### config.mk
export PLATFORM = sky130hd
export DESIGN_NAME = router_psum
export DESIGN_NICKNAME = d
export VERILOG_FILES = /design/src/rtl/router_psum.sv
export SDC_FILE = /design/constraint.sdc
export NUM_CORES = 1
export LEC_CHECK = 0
export BUFFER_PORTS_ARGS = -buffer_cell sky130_fd_sc_hd__buf_4
export CORE_MARGIN = 5
export CORE_UTILIZATION = 47
export CTS_CLUSTER_DIAMETER = 40
export CTS_CLUSTER_SIZE = 20
export DETAILED_ROUTE_END_ITERATION = 8
export PLACE_DENSITY_LB_ADDON = 0.2
export SYNTH_ARGS = -nofsm -noshare
export SYNTH_HDL_FRONTEND = slang
export SYNTH_SLANG_ARGS = --single-unit
### constraint.sdc
create_clock -name clk -period 2.6 [get_ports clk]
set_input_delay 0.26 -clock clk [delete_from_list [all_inputs] [get_ports clk]]
set_output_delay 0.26 -clock clk [all_outputs]
set_load 0.02 [all_outputs]
### src/rtl/router_psum.sv
// router_psum: latches X_dim column psums on a compute_done rising edge and drains them
// one word per cycle into the psum GLB. Define PSUM_ACCUM_EN for read-modify-write accumulation.
module router_psum #(
    parameter int DATA_BITWIDTH     = 16,
    parameter int ADDR_BITWIDTH_GLB = 10,
    parameter int X_dim             = 3,
    parameter int PSUM_WRITE_ADDR   = 500,
    parameter int NUM_ITER          = 3
) (
    input  logic                         clk,
    input  logic                         reset,
    input  logic [DATA_BITWIDTH-1:0]     pe_out [X_dim],
    input  logic                         compute_done,
    output logic                         write_en_glb_psum,
    output logic [ADDR_BITWIDTH_GLB-1:0] w_addr_glb_psum,
    output logic [DATA_BITWIDTH-1:0]     w_data_glb_psum,
    output logic                         read_req_glb_psum,
    output logic [ADDR_BITWIDTH_GLB-1:0] r_addr_glb_psum,
    input  logic [DATA_BITWIDTH-1:0]     r_data_glb_psum,
    output logic                         busy,
    output logic                         store_done,
    output logic                         overrun
);

    // state | meaning
    // IDLE  | waiting for compute_done edge; closes out a finished drain (store_done)
    // READ  | request GLB word base+i (accumulation builds only)
    // WRITE | write buf[i] (plus read-back data) to base+i, advance i

    localparam int IDX_W  = (X_dim > 1) ? $clog2(X_dim) : 1;
    localparam int ITER_W = (NUM_ITER > 1) ? $clog2(NUM_ITER) : 1;

`ifdef PSUM_ACCUM_EN
    typedef enum logic [1:0] {IDLE, WRITE, READ} state_t;
    localparam state_t ELEM_START = READ;
`else
    typedef enum logic [0:0] {IDLE, WRITE} state_t;
    localparam state_t ELEM_START = WRITE;
`endif

    state_t                       state;
    logic                         cd_q;
    logic [IDX_W-1:0]             idx;
    logic [ITER_W-1:0]            iter;
    logic [DATA_BITWIDTH-1:0]     pbuf [X_dim];
    logic [DATA_BITWIDTH-1:0]     data_q;
    logic [ADDR_BITWIDTH_GLB-1:0] addr_cur;
    logic                         cd_rise;
    logic                         last;

    assign cd_rise  = compute_done & ~cd_q;
    assign last     = (idx == IDX_W'(X_dim - 1));
    assign addr_cur = ADDR_BITWIDTH_GLB'(PSUM_WRITE_ADDR + int'(iter) * X_dim + int'(idx));

    always_ff @(posedge clk or negedge reset) begin
        if (!reset) begin
            state             <= IDLE;
            cd_q              <= 1'b0;
            idx               <= '0;
            iter              <= '0;
            data_q            <= '0;
            write_en_glb_psum <= 1'b0;
            w_addr_glb_psum   <= '0;
            busy              <= 1'b0;
            store_done        <= 1'b0;
            overrun           <= 1'b0;
            for (int n = 0; n < X_dim; n++) pbuf[n] <= '0;
`ifdef PSUM_ACCUM_EN
            read_req_glb_psum <= 1'b0;
            r_addr_glb_psum   <= '0;
`endif
        end else begin
            cd_q              <= compute_done;
            write_en_glb_psum <= 1'b0;
            store_done        <= 1'b0;
`ifdef PSUM_ACCUM_EN
            read_req_glb_psum <= 1'b0;
`endif
            if (cd_rise && state != IDLE) overrun <= 1'b1;

            case (state)
                IDLE: begin
                    // busy still high here means the last write just went out
                    store_done <= busy;
                    busy       <= 1'b0;
                    if (cd_rise) begin
                        for (int n = 0; n < X_dim; n++) pbuf[n] <= pe_out[n];
                        idx   <= '0;
                        busy  <= 1'b1;
                        state <= ELEM_START;
                    end
                end
`ifdef PSUM_ACCUM_EN
                READ: begin
                    read_req_glb_psum <= 1'b1;
                    r_addr_glb_psum   <= addr_cur;
                    state             <= WRITE;
                end
`endif
                WRITE: begin
                    write_en_glb_psum <= 1'b1;
                    w_addr_glb_psum   <= addr_cur;
                    data_q            <= pbuf[idx];
                    idx               <= idx + IDX_W'(1);
                    if (last) begin
                        state <= IDLE;
                        iter  <= (iter == ITER_W'(NUM_ITER - 1)) ? '0 : iter + ITER_W'(1);
                    end else begin
                        state <= ELEM_START;
                    end
                end
                default: state <= IDLE;
            endcase
        end
    end

`ifdef PSUM_ACCUM_EN
    // read data arrives in the write cycle, so the sum is formed combinationally
    assign w_data_glb_psum = write_en_glb_psum ? data_q + r_data_glb_psum : '0;
`else
    logic unused_r_data;
    assign unused_r_data     = ^r_data_glb_psum;
    assign w_data_glb_psum   = data_q;
    assign read_req_glb_psum = 1'b0;
    assign r_addr_glb_psum   = '0;
`endif

endmodule

* Yosys cells after proc, flatten, opt, wreduce, memory -nomap -nowiden
Index checks and enable logic that the tools add are counted.
** Operators by class
- Add/subtract/negate cells :: 4
- Multiply operators :: 1
- Magnitude comparators :: 1
- Eq/ne operators :: 3
- Muxes and demuxes :: 11
- Bitwise gates (word level) :: 4
- Reductions and logical operators :: 3
** Operators with widths (count)
- $bmux W16 S2 :: 1
- $mux W16 :: 2
- $add A10 B2 Y10 :: 1
- $add A9 B4 Y10 const A :: 1
- $add A2 B1 Y2 const B :: 2
- $eq A2 B2 Y1 const B :: 2
- $mul A2 B2 Y4 const B :: 1
- $mux W1 :: 4
- $mux W2 :: 2
- $pmux W2 S2 :: 1
- $reduce_and A2 Y1 :: 2
- $ge A3 B3 Y1 const B :: 1
- $not A2 Y3 :: 1
- $ne A2 B2 Y1 const B :: 1
- $not A1 Y1 :: 2
- $pmux W1 S2 :: 1
- $and A1 B1 Y1 :: 1
- $logic_and A1 B1 Y1 :: 1
** Word-level totals
- Bits in registers :: 84
- Input bits :: 67
- Output and inout port bits :: 41
- Word-level logic and storage cells :: 40

* Depth between registers and ports, before layout
Gate-level depths: netlist of run 1.
- Word-level depth :: 4
- Mapped depth :: 9
- Mapped depth without buffers :: 7

* Worst setup path before layout of run 1
Ideal clock, no wire load.
- Kind :: register to register
- Start point :: reg idx[1]
- End point :: reg w_addr_glb_psum[3]
- Setup time :: 0.125 ns
- Data arrival time :: 2.422 ns
- Path slack :: 0.053 ns
- Stages on the path, launching flop included :: 10
- Path buffers :: 2
- Cell sequence :: dfrtp_1 -> buf_2 -> buf_2 -> inv_1 -> fa_1 -> inv_1 -> ha_1 -> fa_1 -> ha_1 -> mux2_2
** Between the ends
- Cells in the longest elaborated chain, start to end :: 1
** RTL lines
- from (decl) :: line 43 : logic [IDX_W-1:0] idx;
- from (signal assigned) :: line 104 : idx <= idx + IDX_W'(1);
- $add A10 B2 Y10 :: line 53 : assign addr_cur = ADDR_BITWIDTH_GLB'(PSUM_WRITE_ADDR + int'(iter) * X_dim + int'(idx));
- net addr_cur[3] :: line 47 : logic [ADDR_BITWIDTH_GLB-1:0] addr_cur;
- to (signal assigned) :: line 102 : w_addr_glb_psum <= addr_cur;
- to (decl) :: line 15 : output logic [ADDR_BITWIDTH_GLB-1:0] w_addr_glb_psum,
The timed path passes the listed nets, and every way through them passes these cells.
A chain may end at the register's enable or synchronous reset.

* Worst setup path after layout of run 1
- Start point :: reg iter[1]
- End point :: reg w_addr_glb_psum[3]
** Between the ends
- Cells in the longest elaborated chain, start to end :: 3
** RTL lines
- from (decl) :: line 44 : logic [ITER_W-1:0] iter;
- from (signal assigned) :: line 107 : iter <= (iter == ITER_W'(NUM_ITER - 1)) ? '0 : iter + ITER_W'(1);
- $mul A2 B2 Y4 :: line 53
- $add A9 B4 Y10 :: line 53
- $add A10 B2 Y10 :: line 53
- net addr_cur[3] :: line 47
The timed path passes the listed nets, and every way through them passes these cells.

==> results of run 1 <==
worst max path at each step:
stage	start	endpoint	slack [ns]
floorplan	idx[1]	w_addr_glb_psum[3]	0.05
global placement	iter[1]	w_addr_glb_psum[3]	0.24
detailed placement	iter[1]	w_addr_glb_psum[3]	0.13
CTS	iter[1]	w_addr_glb_psum[3]	0.11
global route	iter[1]	w_addr_glb_psum[3]	0.07
finish	iter[1]	w_addr_glb_psum[3]	0.18
kinds of logic after synthesis:
kind of cell,synth area share
other,0.00102
adders and majority gates,0.0415
AOI/OAI and AO/OA,0.0497
and+or+nand+nor,0.0527
muxes,0.218
DFF,0.551
buffers and inverters,0.0861
synth_stat cells (all sizes together):
master  number  share of area
mux2i       17          0.046
a21o         3         0.0061
mux2        56           0.17
o31ai        1         0.0020
nor2b        2         0.0034
inv         24          0.024
clkbuf       2         0.0020
a22oi        1         0.0020
fa           2          0.011
conb         1         0.0010
nand2b       3         0.0051
nor3b        1         0.0051
o21ai        1         0.0014
o221ai      16          0.038
nand4b      16          0.038
dfrtp       81           0.55
nand2        1         0.0010
ha           9          0.031
buf         30          0.060
power groups by stage:
stage	combinational (mW)	sequential (mW)	clock [mW]
6_report	2.15	2.25	0.785
3_5_place_dp	2.20	2.28	0
2_1_floorplan	1.41	2.37	0
5_1_grt	2.39	2.33	0.863
3_3_place_gp	2.14	2.25	0
4_1_cts	2.20	2.26	0.812
layout make-up:
cell class              instances  area, um^2  share of cell area
repair buffers                 89         671               0.151
flip-flops and latches         81        2030               0.456
multi-input cells             140        1370               0.308
well taps                     102         128              0.0287
inverters                      24        90.1              0.0202
clock inverters                 6        36.3             0.00816
clock buffers                   9         124              0.0278
critical path, cell delays in order, from the launching register on:
cell	delay [ns]
dfrtp_2	0.42
inv_1	0.14
fa_1	0.50
inv_1	0.05
ha_1	0.21
fa_1	0.41
ha_1	0.31
mux2_2	0.26
per-stage QoR:
step,hold WS [ns],total power [mW],utilization
detailed placement,0.257,4.47,0.556
floorplan,-0.0356,3.79,-
CTS,0.0384,5.27,0.579
finish,0.0490,5.18,0.579
global route,0.0395,5.59,0.579
global placement,0.256,4.39,0.556
flip-flops by register name, summed over array words and instances (netlist names):
signal             flops
write_en_glb_psum      1
state                  1
idx                    2
cd_q                   1
overrun                1
iter                   2
busy                   1
pbuf                  48
w_data_glb_psum       16
store_done             1
w_addr_glb_psum        7
repair_timing:
item / 4_1_cts / 5_1_grt
endpoints found under the hold margin: 36 / 0
hold buffers: 1 / 0
gates resized for setup: 0 / 1
setup endpoints to repair: 0 / 1
routing by layer:
| metal | GRT usage | wire, um |
|---|---|---|
| met3 | 0.0488 | 524 |
| met5 | 0 | 0 |
| met1 | 0.191 | 3070 |
| met4 | 0.0630 | 125 |
| met2 | 0.240 | 3290 |
==> results.md, run 1 <==
- Setup crit end kind: flip-flop
- Detailed placer's ending HPWL: 4.80 mm
- Worst EP arrival: 2.65 ns
- Peak supply drop: 0.000512 V
- Final WS setup: 0.185 ns
- Tot GR Track Use: 0.151
- Switching pwr: 1.87 mW
- CTS buffer count: 9
- Starting Density: 0.478
- Die X: 98.5 um
- Grt ovf: 0
- Nets@finish: 423
- Max-cap viol count: 0
- Number of global-route vias before repair: 2379
- Endpoints failing setup: 0
- CTS HTree Levels: 3
- DRT iter0 DRCs: 77
- Leak: 2.08 nW
- Mapped Area: 3680 um^2
- GP Congestion: 0.779
- Startpoint types: flip-flop
- ANT nets after route: 0
- Power Dens Cells: 1160 nW/um^2
- R2r endpoint: w_addr_glb_psum[3]
- Per-cell routed wire length: 15.5 um
- FF-to-FF setup slack: 0.18 ns
- Antenna violations before repair: 0
- Hold depth: 1
- Clock tree buffer depth: 2
- Max-slew violation count: 0
- Most common cell after layout, fill and taps aside: buf_4
- RSZ-0062 raised after global routing: false
- Commonest cells after routing, fill and taps aside: buf_4 (88), dfrtp_1 (79), mux2_2 (48)
- R2R depth: 7
- Seq pwr share: 0.434
- Clock power share: 0.151
- Fin Setup TNS: 0 ns
- Outcome: finished, final reports clean
- N_diodes: 0
- Die area: 9690 um^2
- Synth warn: 0
- # DRC: 0
- Flop and latch count out of synthesis: 81
- WS Path Type: reg -> reg
- Fin crit share: 0.929
- Total wire length: 7.01 mm
- FMAX: 414 MHz
- Post-route cell area: 4450 um^2
- Hold path endpoint: cd_q
- Row count: 32
- Hold path startpoint: compute_done
- Clock latency on the worst-skew pair: 0.35 ns
- Die Span Y: 98.5 um
- Post-CTS Setup Inserts: 0
- Ports: 108
- Post-layout instance count excluding filler cells: 451
- CTS tree: built
- Worst r2r src: iter[1]
- Slew @ Worst Pin: 0.754 ns
- Yosys cell types: 22
- Largest net degree at the start of global routing: 39
- Placed inst area: 4280 um^2
- CTS sink cnt: 81
- Mean Syn Cell Area: 13.8 um^2
- Synth Instances: 267
- Layout cells sized above 1: 0.441
- Combinational power share: 0.415
- Setup Skew: 0.00684 ns
- Clk pin slew, worst setup/hold paths: 0.08 ns
- Area grow syn2layout: 21.0%
- Worst Hold Class: in -> reg
- Via count: 2247
- Max_slew headroom: 0.497
- Minimum clock period: 2.42 ns
- Root Driver: clkbuf_8
- Drt pass-1 iters: 4
- Final hold violations: 0
- Sequential share of the synthesized area: 0.551
- Critical Path RT: 2.83 ns
- Cell Count Post-Placement: 435
- Post-Place Setup Slack: 0.130 ns
- Internal power: 3.31 mW
- Layout fillers: 654
- First-pass GRT wire length: 11.6 mm
- Switching share of power: 0.361
- Port bufs: 80
- Core Footprint: 7690 um^2
- Critical-path maximum fanout: 6
- Vias per cell: 4.98
(Power assumes the default switching activity.)
==> run 2, diff against run 1 <==
- CORE_UTILIZATION: 47 -> 48
- clock period: 2.6 -> 2.5 ns (I/O delays scaled with it)
==> results.md, run 2 (synthesis results as in run 1) <==
- Number of global-route vias before repair: 2476 (+4.1%)
- # DRC: 0 (unchanged)
- Critical-path maximum fanout: 6 (unchanged)
- Biggest register: pbuf
- Root Driver: clkbuf_8
- CTS tree: built
- Max reg flops: 48 (unchanged)
- CTS buffer count: 9 (unchanged)
- CTS sink cnt: 81 (unchanged)
- Multi-input logic area: 1370 um^2 (unchanged)
- Area grow syn2layout: 21.7%
- First-pass GRT wire length: 11.7 mm (+0.59%)
- Per-cell routed wire length: 15.3 um (-1.7%)
- Antenna violations before repair: 0 (unchanged)
- R2R depth: 7 (unchanged)
- Minimum clock period: 2.32 ns (-0.0958 ns)
- CTS HTree Levels: 3 (unchanged)
- Post-CTS resize count: 0 (unchanged)
- Max-slew violation count: 0 (unchanged)
- Worst EP arrival: 2.54 ns (-0.11 ns)
- Startpoint types: flip-flop
- GP Congestion: 0.768 (-1.5%)
- Largest net degree at the start of global routing: 54 (+38%)
- Critical Path RT: 2.72 ns (-0.11 ns)
- ANT nets after route: 0 (unchanged)
- Max_slew headroom: 0.508 (+0.0113)
- Die Span Y: 97.5 um (-0.94%)
- R2r endpoint: w_addr_glb_psum[3]
- Row count: 32 (unchanged)
- Fin crit share: 0.928 (-0.00117)
- Outcome: finished, final reports clean
- Ports: 108 (unchanged)
- Max-cap viol count: 0 (unchanged)
- Starting Density: 0.483 (+0.00504)
- FF-to-FF setup slack: 0.18 ns (about the same)
- Setup Skew: 0.00890 ns (+0.00206 ns)
- Fin Setup TNS: 0 ns (unchanged)
- Nets@finish: 421 (-0.47%)
- Clk pin slew, worst setup/hold paths: 0.08 ns (about the same)
- Commonest cells after routing, fill and taps aside: buf_4 (84), dfrtp_1 (80), mux2_2 (48)
- RSZ-0062 raised after global routing: false
- Setup crit start: iter[1]
- Layout cells sized above 1: 0.429 (-0.0119)
- Clock latency on the worst-skew pair: 0.33 ns (-0.02 ns)
- Drt pass-1 iters: 4 (unchanged)
- Total wire length: 6.86 mm (-2.2%)
- Grt ovf: 0 (unchanged)
- Core Footprint: 7610 um^2 (-1.0%)
- Clock tree buffer depth: 2 (unchanged)
- FMAX: 431 MHz (+4.1%)
- Via count: 2287 (+1.8%)
- Power Dens Cells: 1220 nW/um^2 (+4.8%)
- Die X: 97.5 um (-0.94%)
- Detailed placer's ending HPWL: 4.50 mm (-6.4%)
- DRT iter0 DRCs: 69 (-10%)
- Leak: 2.08 nW (+0.31%)
- Die area: 9510 um^2 (-1.9%)
- Post-route core utilization: 0.588 (+0.00938)
- Worst r2r src: iter[1]
- Setup crit end kind: flip-flop
- Endpoints failing setup: 0 (unchanged)
- Peak supply drop: 0.000539 V (+5.1%)
- Tot GR Track Use: 0.151 (about the same)
- WS Path Type: reg -> reg
- N_diodes: 0 (unchanged)
- Slew @ Worst Pin: 0.737 ns (-0.0170 ns)
- Most common cell after layout, fill and taps aside: buf_4
- Layout fillers: 667 (+2.0%)
- Vias per cell: 5.09 (+2.2%)
- Worst Hold Class: in -> reg
- Worst setup path end: w_addr_glb_psum[3]
- Total Power: 5.46 mW (+5.4%)
- Final hold violations: 0 (unchanged)
- Port bufs: 80 (unchanged)
- FF+latch area: 2030 um^2 (about the same)
run 2: timing repair:
action	in CTS	in global routing
endpoints found under the hold margin	52	0
buffers inserted	0	0
hold buffers	1	0
run 2: report_power, final:
group | switching (mW) | internal (mW)
registers | 0.331 | 1.95
clock network | 0.427 | 0.452
logic | 1.15 | 1.15
total | 1.90 | 3.56
run 2: critical path: stages (launching register included):
cell     delay (ns)
dfrtp_1        0.44
inv_1          0.09
fa_1           0.48
inv_1          0.04
ha_1           0.21
fa_1           0.40
ha_1           0.28
mux2_2         0.26
run 2: how the worst min path moves through the flow:
| stage | cells after the start | start | to |
|---|---|---|---|
| finish | 1 | compute_done | cd_q |
| global route | 1 | compute_done | cd_q |
| CTS | 1 | compute_done | cd_q |
| detailed placement | 1 | reset | pbuf[11] |
| global placement | 1 | reset | pbuf[11] |
| floorplan | 0 | reset | busy |
run 2: area by class of cell:
cell class	instances	area share
Sequential cell	81	0.453
Multi-Input combinational cell	140	0.306
Timing Repair Buffer	87	0.152
Clock buffer	11	0.0294
Tap cell	102	0.0285
Inverter	24	0.0201
Clock inverter	4	0.0101
run 2: through the flow:
stage               cells  setup slack, ns  hold slack (ns)  instance area, um^2
floorplan             277           0.0314          -0.0456                 3720
global placement      433            0.226            0.334                 4290
detailed placement    433            0.171            0.335                 4290
CTS                   449            0.158           0.0338                 4470
global route          449           0.0722           0.0318                 4470
finish                449            0.180           0.0498                 4470
run 2: layer usage:
layer | vias up | wire (um) | part of all wire | global-route usage
li1 | 1065 | - | - | -
met1 | 1148 | 2900 | 0.42 | 0.187
met2 | 66 | 3430 | 0.50 | 0.251
met3 | 8 | 460 | 0.067 | 0.0459
met4 | 0 | 74 | 0.011 | 0.0511
met5 | - | 0 | 0 | 0
==> run 3, diff against run 2 <==
- MAX_ROUTING_LAYER: not set -> met4
==> results.md, run 3 (synthesis results as in run 1) <==
- Worst EP arrival: 2.54 ns (about the same)
- Starting Density: 0.483 (unchanged)
- Clock latency on the worst-skew pair: 0.33 ns (about the same)
- Endpoints failing setup: 0 (unchanged)
- Post-CTS Hold Buffers: 1 (unchanged)
- Root Driver: clkbuf_8
- Slew @ Worst Pin: 0.744 ns (+0.00630 ns)
- Startpoint types: flip-flop
- RSZ-0062 raised after global routing: false
- Placed inst area: 4290 um^2 (unchanged)
- DRT iter0 DRCs: 69 (unchanged)
- Max-slew violation count: 0 (unchanged)
- Die area: 9510 um^2 (unchanged)
- Drt pass-1 iters: 4 (unchanged)
- Tot GR Track Use: 0.155 (+0.00431)
- Via count: 2289 (+0.087%)
- GP Congestion: 0.778 (+1.3%)
- Post-CTS resize count: 0 (unchanged)
- CTS HTree Levels: 3 (unchanged)
- Grt ovf: 0 (unchanged)
- Number of global-route vias before repair: 2476 (unchanged)
- Commonest cells after routing, fill and taps aside: buf_4 (84), dfrtp_1 (80), mux2_2 (48)
- Layout fillers: 667 (unchanged)
- Clock tree buffer depth: 2 (unchanged)
- Critical Path RT: 2.72 ns (about the same)
- Layout cells sized above 1: 0.429 (unchanged)
- Max reg flops: 48 (unchanged)
- Die Span Y: 97.5 um (unchanged)
- Setup Skew: 0.00890 ns (+0.0000000500 ns)
- Detailed placer's ending HPWL: 4.50 mm (unchanged)
- ANT nets after route: 0 (unchanged)
- CTS sink cnt: 81 (unchanged)
- N_diodes: 0 (unchanged)
- Largest net degree at the start of global routing: 54 (unchanged)
- Max_slew headroom: 0.504 (-0.00420)
- Area grow syn2layout: 21.7% (unchanged)
- Worst Hold Class: in -> reg
- Nets@finish: 421 (unchanged)
- Total wire length: 6.88 mm (+0.32%)
- FMAX: 431 MHz (about the same)
- Per-cell routed wire length: 15.3 um (+0.32%)
- WS Path Type: reg -> reg
- Core Footprint: 7610 um^2 (unchanged)
- Row count: 32 (unchanged)
- Final hold violations: 0 (unchanged)
- Antenna violations before repair: 0 (unchanged)
- Setup crit end kind: flip-flop
- Critical-path maximum fanout: 6 (unchanged)
- Outcome: finished, final reports clean
- CTS tree: built
- Max-cap viol count: 0 (unchanged)
- Post-route cell area: 4470 um^2 (unchanged)
- Die X: 97.5 um (unchanged)
- Peak supply drop: 0.000540 V (+0.31%)
- Total Power: 5.47 mW (+0.13%)
- First-pass GRT wire length: 11.7 mm (unchanged)
- Leak: 2.08 nW (unchanged)
- Minimum clock period: 2.32 ns (-0.00000100 ns)
- Port bufs: 80 (unchanged)
- Fin crit share: 0.928 (about the same)
- Biggest register: pbuf
- Power Dens Cells: 1220 nW/um^2 (+0.13%)
- Post-CTS Setup Inserts: 0 (unchanged)
- Most common cell after layout, fill and taps aside: buf_4
- Vias per cell: 5.10 (about the same)
- # DRC: 0 (unchanged)
- Fin Setup TNS: 0 ns (unchanged)
- CTS buffer count: 9 (unchanged)
- Ports: 108 (unchanged)
- Clk pin slew, worst setup/hold paths: 0.08 ns (about the same)
==> run 3: layout make-up <==
cell class	count	area [um^2]	area share
Sequential cell	81	2030	0.453
Timing Repair Buffer	87	681	0.152
Clock buffer	11	131	0.0294
Multi-Input combinational cell	140	1370	0.306
Inverter	24	90.1	0.0201
Tap cell	102	128	0.0285
Clock inverter	4	45.0	0.0101
==> run 3: power breakdown <==
part / switching (mW) / internal (mW) / total (mW)
clock network: 0.428 / 0.452 / 0.881
registers: 0.331 / 1.95 / 2.28
logic: 1.15 / 1.15 / 2.30
==> run 3: path summary, 6_finish.rpt <==
check	cells past startpoint	to	startpoint	slack, ns
max reg2reg	7	w_addr_glb_psum[3]	iter[1]	0.18
min in group asynchronous	2	pbuf[11]	reset	0.52
min	1	cd_q	compute_done	0.05
min reg2reg	1	overrun	overrun	0.47
max	7	w_addr_glb_psum[3]	iter[1]	0.18
max in group asynchronous	3	pbuf[20]	reset	1.37
==> run 3: through the flow <==
stage | hold WS [ns] | std cells | util | worst slack, ns
global route | 0.0318 | 449 | 0.588 | 0.0722
CTS | 0.0338 | 449 | 0.588 | 0.158
finish | 0.0502 | 449 | 0.588 | 0.180
global placement | 0.334 | 433 | 0.564 | 0.226
detailed placement | 0.335 | 433 | 0.564 | 0.171
floorplan | -0.0456 | 277 | - | 0.0314
==> run 3: per-layer routing <==
layer | track usage | part of all wire | routed length, um
met1 | 0.191 | 0.43 | 2990
met2 | 0.251 | 0.49 | 3400
met3 | 0.0409 | 0.058 | 397
met4 | 0.0511 | 0.014 | 93
met5 | - | 0 | 0
==> run 3: critical path: stages (launching register included) <==
cell	delay (ns)
dfrtp_1	0.44
inv_1	0.09
fa_1	0.48
inv_1	0.04
ha_1	0.21
fa_1	0.40
ha_1	0.28
mux2_2	0.26
